===== src/rtl/irq_sched_ctrl.sv =====
`default_nettype none
// ============================================================================
// Module   : irq_sched_ctrl
// Brief    : Priority IRQ scheduler: one-hot grant, ack wait, delayed jump pulse,
//            active-ISR tracking. Define IRQ_NEST_EN to enable ISR preemption.
// Revision : 1.0
// ============================================================================
module irq_sched_ctrl #(
    parameter int NIRQ        = 14,
    parameter int JMP_DELAY   = 4,
    parameter int ACK_TIMEOUT = 15,
    parameter int NEST_DEPTH  = 4
) (
    input  logic            clk,
    input  logic            puc_rst,
    input  logic [NIRQ-1:0] irq_req,
    input  logic [NIRQ-1:0] irq_mask,
    input  logic            gie,
    input  logic            irq_ack,
    input  logic            reti,
    output logic [NIRQ-1:0] irq_acc,
    output logic            irq_jmp,
    output logic [3:0]      irq_vec,
    output logic            irq_busy,
    output logic [3:0]      nest_depth,
    output logic            timeout_err
);

    localparam logic [2:0] c_IDLE   = 3'd0;
    localparam logic [2:0] c_GRANT  = 3'd1;
    localparam logic [2:0] c_DELAY  = 3'd2;
    localparam logic [2:0] c_JUMP   = 3'd3;
    localparam logic [2:0] c_ACTIVE = 3'd4;

    localparam logic [7:0] c_ACK_LAST = 8'(ACK_TIMEOUT - 1);
    localparam logic [7:0] c_JMP_LAST = 8'(JMP_DELAY - 1);
`ifdef IRQ_NEST_EN
    localparam logic [3:0] c_MAX_DEPTH = 4'(NEST_DEPTH);
`else
    localparam logic [3:0] c_MAX_DEPTH = 4'd1;
`endif

    logic [2:0]      state_q, state_d;
    logic [7:0]      cnt_q, cnt_d;
    logic [NIRQ-1:0] acc_q, acc_d;
    logic [3:0]      vec_q, vec_d;
    logic [3:0]      depth_q, depth_d;
    logic            terr_q, terr_d;

    logic [NIRQ-1:0] eligible;
    logic [3:0]      winner;
    logic [NIRQ-1:0] winner_onehot;
    logic            req_valid;
    logic            preempt;

    assign eligible      = irq_req & irq_mask;
    assign req_valid     = gie && (|eligible);
    assign winner_onehot = NIRQ'(1) << winner;

    // Highest set index wins: later iterations overwrite lower ones.
    always_comb begin
        winner = '0;
        for (int i = 0; i < NIRQ; i++) begin
            if (eligible[i]) winner = 4'(i);
        end
    end

`ifdef IRQ_NEST_EN
    logic [NEST_DEPTH-1:0][3:0] stack_q, stack_d;
    logic [3:0]                 top_reti, top_tmo;

    // On reti the preempted vector sits one below the current depth; on a
    // nested timeout depth has not yet grown, so it sits at depth-1.
    always_comb begin
        top_reti = '0;
        top_tmo  = '0;
        for (int i = 0; i < NEST_DEPTH; i++) begin
            if (i == int'(depth_q) - 2) top_reti = stack_q[i];
            if (i == int'(depth_q) - 1) top_tmo  = stack_q[i];
        end
    end

    assign preempt = req_valid && (winner > vec_q) && (depth_q < c_MAX_DEPTH);
`else
    assign preempt = 1'b0;
`endif

    always_ff @(posedge clk or posedge puc_rst) begin
        if (puc_rst) begin
            state_q <= c_IDLE;
            cnt_q   <= '0;
            acc_q   <= '0;
            vec_q   <= '0;
            depth_q <= '0;
            terr_q  <= 1'b0;
`ifdef IRQ_NEST_EN
            stack_q <= '0;
`endif
        end else begin
            state_q <= state_d;
            cnt_q   <= cnt_d;
            acc_q   <= acc_d;
            vec_q   <= vec_d;
            depth_q <= depth_d;
            terr_q  <= terr_d;
`ifdef IRQ_NEST_EN
            stack_q <= stack_d;
`endif
        end
    end

    always_comb begin
        state_d = state_q;
        case (state_q)
            c_IDLE: begin
                if (req_valid) state_d = c_GRANT;
            end
            c_GRANT: begin
                if (irq_ack) begin
                    state_d = (JMP_DELAY == 1) ? c_JUMP : c_DELAY;
                end else if (cnt_q == c_ACK_LAST) begin
                    state_d = (depth_q != 4'd0) ? c_ACTIVE : c_IDLE;
                end
            end
            c_DELAY: begin
                if (cnt_q >= c_JMP_LAST) state_d = c_JUMP;
            end
            c_JUMP: begin
                state_d = c_ACTIVE;
            end
            c_ACTIVE: begin
                if (reti) begin
                    state_d = (depth_q <= 4'd1) ? c_IDLE : c_ACTIVE;
                end else if (preempt) begin
                    state_d = c_GRANT;
                end
            end
            default: state_d = c_IDLE;
        endcase
    end

    always_comb begin
        cnt_d   = cnt_q;
        acc_d   = acc_q;
        vec_d   = vec_q;
        depth_d = depth_q;
        terr_d  = terr_q;
`ifdef IRQ_NEST_EN
        stack_d = stack_q;
`endif
        case (state_q)
            c_IDLE: begin
                if (req_valid) begin
                    acc_d = winner_onehot;
                    vec_d = winner;
                    cnt_d = '0;
                end
            end
            c_GRANT: begin
                if (irq_ack) begin
                    acc_d = '0;
                    cnt_d = 8'd1;
                end else if (cnt_q == c_ACK_LAST) begin
                    acc_d  = '0;
                    terr_d = 1'b1;
`ifdef IRQ_NEST_EN
                    if (depth_q != 4'd0) vec_d = top_tmo;
`endif
                end else begin
                    cnt_d = cnt_q + 8'd1;
                end
            end
            c_DELAY: begin
                if (cnt_q < c_JMP_LAST) cnt_d = cnt_q + 8'd1;
            end
            c_JUMP: begin
                if (depth_q < c_MAX_DEPTH) depth_d = depth_q + 4'd1;
            end
            c_ACTIVE: begin
                if (reti) begin
                    if (depth_q != 4'd0) depth_d = depth_q - 4'd1;
`ifdef IRQ_NEST_EN
                    if (depth_q > 4'd1) vec_d = top_reti;
`endif
                end else if (preempt) begin
`ifdef IRQ_NEST_EN
                    for (int i = 0; i < NEST_DEPTH; i++) begin
                        if (i == int'(depth_q) - 1) stack_d[i] = vec_q;
                    end
`endif
                    acc_d = winner_onehot;
                    vec_d = winner;
                    cnt_d = '0;
                end
            end
            default: ;
        endcase
    end

    always_comb begin
        irq_acc     = acc_q;
        irq_jmp     = (state_q == c_JUMP);
        irq_vec     = vec_q;
        irq_busy    = (state_q != c_IDLE);
        nest_depth  = depth_q;
        timeout_err = terr_q;
    end

endmodule
`default_nettype wire


===== config.mk =====
export PLATFORM = sky130hd
export DESIGN_NAME = irq_sched_ctrl
export DESIGN_NICKNAME = d
export VERILOG_FILES = /design/src/rtl/irq_sched_ctrl.sv
export SDC_FILE = /design/constraint.sdc
export NUM_CORES = 1
export LEC_CHECK = 0
export BUFFER_PORTS_ARGS = -buffer_cell sky130_fd_sc_hd__buf_2
export CAP_MARGIN = 20
export CELL_PAD_IN_SITES_DETAIL_PLACEMENT = 0
export CELL_PAD_IN_SITES_GLOBAL_PLACEMENT = 2
export CORE_AREA = 2 2 81 91
export CTS_CLUSTER_SIZE = 20
export DETAILED_ROUTE_END_ITERATION = 8
export DIE_AREA = 0 0 83 93
export PLACE_DENSITY_LB_ADDON = 0.08
export SYNTH_ARGS = -nofsm -noshare
export SYNTH_HDL_FRONTEND = slang
export SYNTH_SLANG_ARGS = --single-unit

===== constraint.sdc =====
create_clock -name clk -period 2.3 [get_ports clk]
set_clock_uncertainty 0.2 [all_clocks]
set_input_delay 0 -clock clk [delete_from_list [all_inputs] [get_ports clk]]
set_output_delay 0 -clock clk [all_outputs]
set_load 0.005 [all_outputs]

---- Yosys cells after proc, flatten, opt, wreduce, memory -nomap -nowiden ----
Index checks and enable logic that the tools add are counted.
word-level totals
  bits in registers ....................... 34
  output and inout port bits .............. 25
  bits in read-only memories .............. 0
  memories kept ........................... 0
  logic and storage cells ................. 77
  latch bits .............................. 0
  RAM bits ................................ 0
operators by class
  div/mod/pow operators ................... 0
  bitwise logic cells ..................... 2
  add/sub/neg operators ................... 3
  reductions and logical operators ........ 14
  multipliers ............................. 0
  $lt $le $gt $ge ......................... 4
  shift operators ......................... 1
  mux-type cells .......................... 34
  equality and inequality tests ........... 13
operator list
  cell                                                                           number
  4-bit two-way mux                                                              11
  14-bit two-way mux                                                             3
  8-bit two-way mux                                                              4
  14-bit case mux with 2 select lines                                            1
  3-bit two-way mux                                                              9
  8-bit case mux with 3 select lines                                             1
  3-bit case mux with 5 select lines                                             1
  14-bit bitwise AND                                                             1
  14-bit OR reduction                                                            1
  1-bit by 4-bit << shifter with 14-bit output (first input constant)            1
  4-bit AND reduction                                                            3
  2-bit inequality test (second input constant)                                  5
  8-bit by 1-bit adder with 8-bit output (second input constant)                 1
  8-bit by 4-bit equality test with 1-bit output (second input constant)         1
  8-bit by 2-bit >= comparator with 1-bit output (second input constant)         1
  8-bit by 2-bit less-than comparator with 1-bit output (second input constant)  1
  4-bit case mux with 2 select lines                                             1
  3-bit by 2-bit equality test with 1-bit output (second input constant)         2
  3-bit inequality test (second input constant)                                  2
  3-bit AND reduction                                                            2
  3-bit nonzero test                                                             2
  4-bit by 1-bit adder with 4-bit output (second input constant)                 1
  4-bit by 1-bit <= comparator with 1-bit output (second input constant)         1
  4-bit by 1-bit less-than comparator with 1-bit output (second input constant)  1
  12 further kinds                                                               14

---- Depth between registers and ports, before layout ----
  depth in word-level cells ............... 17
  gate-level depth with buffers ........... 8

---- Worst setup path before layout ----
No wires, ideal clock.
  path kind ............................... register to register
  start point ............................. reg cnt_q[0]
  end point ............................... reg cnt_q[7]
  cell stages (with the launch flop) ...... 7
  slack ................................... 184 ps
  arrival ................................. 1812 ps
  cell sequence ........................... dfrtp_1 > ha_1 > nor3_1 > a31oi_1 > or2_1 > or3_4 > o41ai_2
between the ends
  longest elaborated chain between the ends .. 4
RTL lines
  what                                    RTL line  source
  start, declared                         44        logic [7:0] cnt_q, cnt_d;
  start signal, assigned                  101       cnt_q <= cnt_d;
  8-bit by 1-bit adder with 8-bit output  170, 174
  8-bit two-way mux                       163       end else if (cnt_q == c_ACK_LAST) begin
  8-bit two-way mux                       160       if (irq_ack) begin
  8-bit case mux with 3 select lines      151       case (state_q)
Several ways; a longest one is shown, not always the timed one. The select of a mux whose other input is x is not followed.
A chain may end at the register's enable or synchronous reset.

---- Worst setup path after layout ----
  start point ............................. reg cnt_q[4]
  end point ............................... reg acc_q[5], in the netlist irq_acc[5]
between the ends
  longest elaborated chain between the ends .. 3
RTL lines
  what                                            RTL line  source
  8-bit by 4-bit equality test with 1-bit output  163
  3-bit inequality test (no source line)          --
  3-bit AND reduction (no source line)            --
  end signal, assigned                            92        acc_q <= '0;
  end signal, assigned                            102       acc_q <= acc_d;
  end, declared                                   45        logic [NIRQ-1:0] acc_q, acc_d;
Every way passes these cells.

==> flow_metrics.tcl <==
set metrics [dict create \
    run_status "finished clean" \
    cts_root_buf "sky130_fd_sc_hd__clkbuf_8" \
    grt_pass1_wl_um 9720 \
    r2r_cells 5 \
    synthToLayoutAreaGrowth_pct 36.0 \
    post_dp_cell_area_um2 2590 \
    post_dp_hpwl_um 4480 \
    chipHeight_um 93 \
    nets 343 \
    grt_setup_unrepaired "true" \
    synth-edff-count 0 \
    post-route-period-util 0.949 \
    mostFrequentLayoutCell "sky130_fd_sc_hd__buf_2" \
    setup-violations-final 0 \
    gp_congestion 0.776 \
    groute.layer.met2.usage 0.271 \
    number_of_cell_rows 32 \
    synth_async_sr_flop_share 1.00 \
    drc 0 \
    max_cap_viol_count 0 \
    synth_compound_gate_area_share 0.259 \
    drtIter0Drc 39 \
    postLayoutSetupSlackWorst_ps 118 \
    die-area_um2 7720 \
    ant_nets 0 \
    layout_common_cells "sky130_fd_sc_hd__buf_2 (57), sky130_fd_sc_hd__dfrtp_1 (34), sky130_fd_sc_hd__buf_4 (26)" \
    post_cts_buffers 0 \
    worst_setup_path_start_kind "register" \
    yosysWarningCount 0 \
    tightestPinTransition_ps 477 \
    synthesis.nets 256 \
    timing.setup.critical_path_class "register to register" \
    p_leak_nw 1.40 \
    worst_slew_margin_rel 0.682 \
    min_delay_worst_endpoint "irq_acc[6]$_DFFE_PP0P_" \
    dr.pass1.iters 4 \
    timing.rr.end "irq_acc[5]$_DFFE_PP0P_" \
    cp.arrival_ps 2170 \
    dr_total_vias 1989 \
    yosys.area_share.xor_xnor 0.0170 \
    ys_ff_latch 34 \
    final_max_slew_viol_count 0 \
    vdd_drop_max_uv 354 \
    ctsLongestPathBuffers 2 \
    antenna_found_initial 0 \
    num_antenna_cells 0 \
    cts_htree_levels 2 \
    min_from "irq_req[12]" \
    end_kind "register" \
    post_drt_wl_per_cell_um 14.6 \
    synthAdderAreaFrac 0.0304 \
    grt_use_total 0.155 \
    maxClockFrequency_ghz 0.458 \
    cts_tree "done" \
    synthSimpleGateAreaFrac 0.224 \
    hold_depth 5 \
    post_synth.cell_area_avg_um2 9.43 \
    floorplan.io_pins 58 \
    global_route_hottest_layer "met2" \
    clk_slew_on_worst_s_h_paths_ps 80 \
    reg2reg_from "cnt_q[4]$_DFFE_PP0P_" \
    design_area_um2 2800 \
    grt_pass1_vias 2021 \
    buffer_ports.inserted 57 \
    crit_required_ps 2280 \
    power_per_cell_area_nw_per_um2 1010 \
    globalRouteMet1Util 0.193 \
    max_fanout_on_critical_path 8 \
    post_synth_instance_area_um2 2060 \
    core_region_area_um2 6850 \
    clock-sinks 34 \
    synth.yosys.seq_area_share 0.414 \
    globalRoute.totalOverflow 0 \
    synth-main-ff-cell "sky130_fd_sc_hd__dfrtp_1" \
    postLayoutCoreUtil 0.408 \
    r2r_setup_slack_ps 120 \
    syn-instance-count 218 \
    timing.final.crit_period_ps 2180 \
    global_route.usage.met3 0.0300 \
    synth.area.mux_share 0.0164 \
    initial_core_util 0.300 \
    hold_class "input port to register" \
    die_w_um 83 \
    numCtsBuffers 5 \
    finalHoldViolCount 0 \
    wirelength_um 5710 \
    avgViaCountPerCell 5.09 \
    dpl_worst_slack_ps 80.1 \
    count_of_cell_types_in_the_netlist 52 \
    clock_insertion_delay_worst_skew_ps 290 \
    grt_max_degree 35 \
    share_of_cells_above_drive_strength_1 0.386 \
    main_combinational_cell_family_by_area_after_synthesis "compound AO/OA/AOI/OAI gates" \
]
-- per-layer routing --
layer | up-vias | wire, um
met3 | 8 | 189
met5 | - | 0
met4 | 0 | 82
li1 | 1006 | -
met1 | 933 | 2550
met2 | 42 | 2890
-- registers in the layout (all words and copies together) (netlist names) --
| register | cells |
|---|---|
| cnt_q | 8 |
| nest_depth | 4 |
| irq_acc | 14 |
| state_q | 3 |
| timeout_err | 1 |
| irq_vec | 4 |
-- worst max-delay path, cell delays in order (launching register included) --
cell                      delay, ps
sky130_fd_sc_hd__dfrtp_1        450
sky130_fd_sc_hd__or4_4          570
sky130_fd_sc_hd__o21ai_2        190
sky130_fd_sc_hd__nand2_2         80
sky130_fd_sc_hd__or2_1          330
sky130_fd_sc_hd__a32o_2         260
-- logic make-up (layout without fill, tap and decap cells) --
| group | Yosys count | count (layout) |
|---|---|---|
| DFF | 34 | 34 |
| buffers and inverters | 15 | 103 |
| AOI/OAI and AO/OA | 72 | 72 |
| muxes | 3 | 3 |
| xor gates and xnor gates | 4 | 4 |
| and+or+nand+nor | 85 | 85 |
| adders and majority gates | 5 | 5 |
-- power breakdown --
group          switching [mW]  internal, mW
combinational           0.679         0.615
clock                   0.240         0.434
sequential              0.115         0.740
-- worst max-delay path by stage --
stage	cells past startpoint	to	start
3_3_place_gp	5	irq_acc[1]$_DFFE_PP0P_	cnt_q[4]$_DFFE_PP0P_
4_1_cts	6	cnt_q[7]$_DFFE_PP0P_	cnt_q[0]$_DFFE_PP0P_
6_report	5	irq_acc[5]$_DFFE_PP0P_	cnt_q[4]$_DFFE_PP0P_
2_1_floorplan	6	cnt_q[7]$_DFFE_PP0P_	cnt_q[0]$_DFFE_PP0P_
5_1_grt	6	cnt_q[7]$_DFFE_PP0P_	cnt_q[0]$_DFFE_PP0P_
3_5_place_dp	6	cnt_q[7]$_DFFE_PP0P_	cnt_q[0]$_DFFE_PP0P_
-- final cells by class --
cell class | count | area, um^2
repair buffers | 88 | 531
flip-flops and latches | 34 | 851
well taps | 85 | 106
clock buffers | 5 | 68.8
inverters | 7 | 26.3
multi-input cells | 169 | 1140
fillers | 720 | 4050
clock inverters | 3 | 68.8
-- per-stage QoR --
stage                     cells  hold slack, ps  TNS, ps  total power [mW]
after global routing        391            73.1    -23.9              3.06
after floorplan             218           -89.7        0              1.64
final                       391            7.12        0              2.82
after CTS                   391           0.360        0              2.86
after global placement      378           -65.3        0              2.17
after detailed placement    378           -59.5        0              2.16
-- synthesized netlist by cell type, types with 3 or more instances --
master	n	share of area
sky130_fd_sc_hd__a22oi_1	7	0.026
sky130_fd_sc_hd__nor2_1	12	0.022
sky130_fd_sc_hd__inv_1	7	0.013
sky130_fd_sc_hd__nand3_1	13	0.032
sky130_fd_sc_hd__a32o_1	3	0.015
sky130_fd_sc_hd__o21ai_0	14	0.034
sky130_fd_sc_hd__and3_1	4	0.012
sky130_fd_sc_hd__nand2b_1	3	0.0091
sky130_fd_sc_hd__a31oi_1	4	0.012
sky130_fd_sc_hd__nand2_1	22	0.040
sky130_fd_sc_hd__o31ai_1	13	0.047
sky130_fd_sc_hd__a21o_1	3	0.011
sky130_fd_sc_hd__dfrtp_1	34	0.41
sky130_fd_sc_hd__ha_1	5	0.030
sky130_fd_sc_hd__o21ai_1	3	0.0073
sky130_fd_sc_hd__a32o_2	5	0.027
sky130_fd_sc_hd__mux2_2	3	0.016
sky130_fd_sc_hd__nor3_1	4	0.0097
sky130_fd_sc_hd__or2_2	5	0.015
sky130_fd_sc_hd__a21oi_1	8	0.019
sky130_fd_sc_hd__nand4_1	3	0.0091
-- what timing repair did --
action                     4_1_cts  5_1_grt
setup endpoints to repair        0        5
hold buffers                     5        0
gates resized for setup          0        3
hold endpoints to repair        44        0
(Power assumes the default switching activity.)
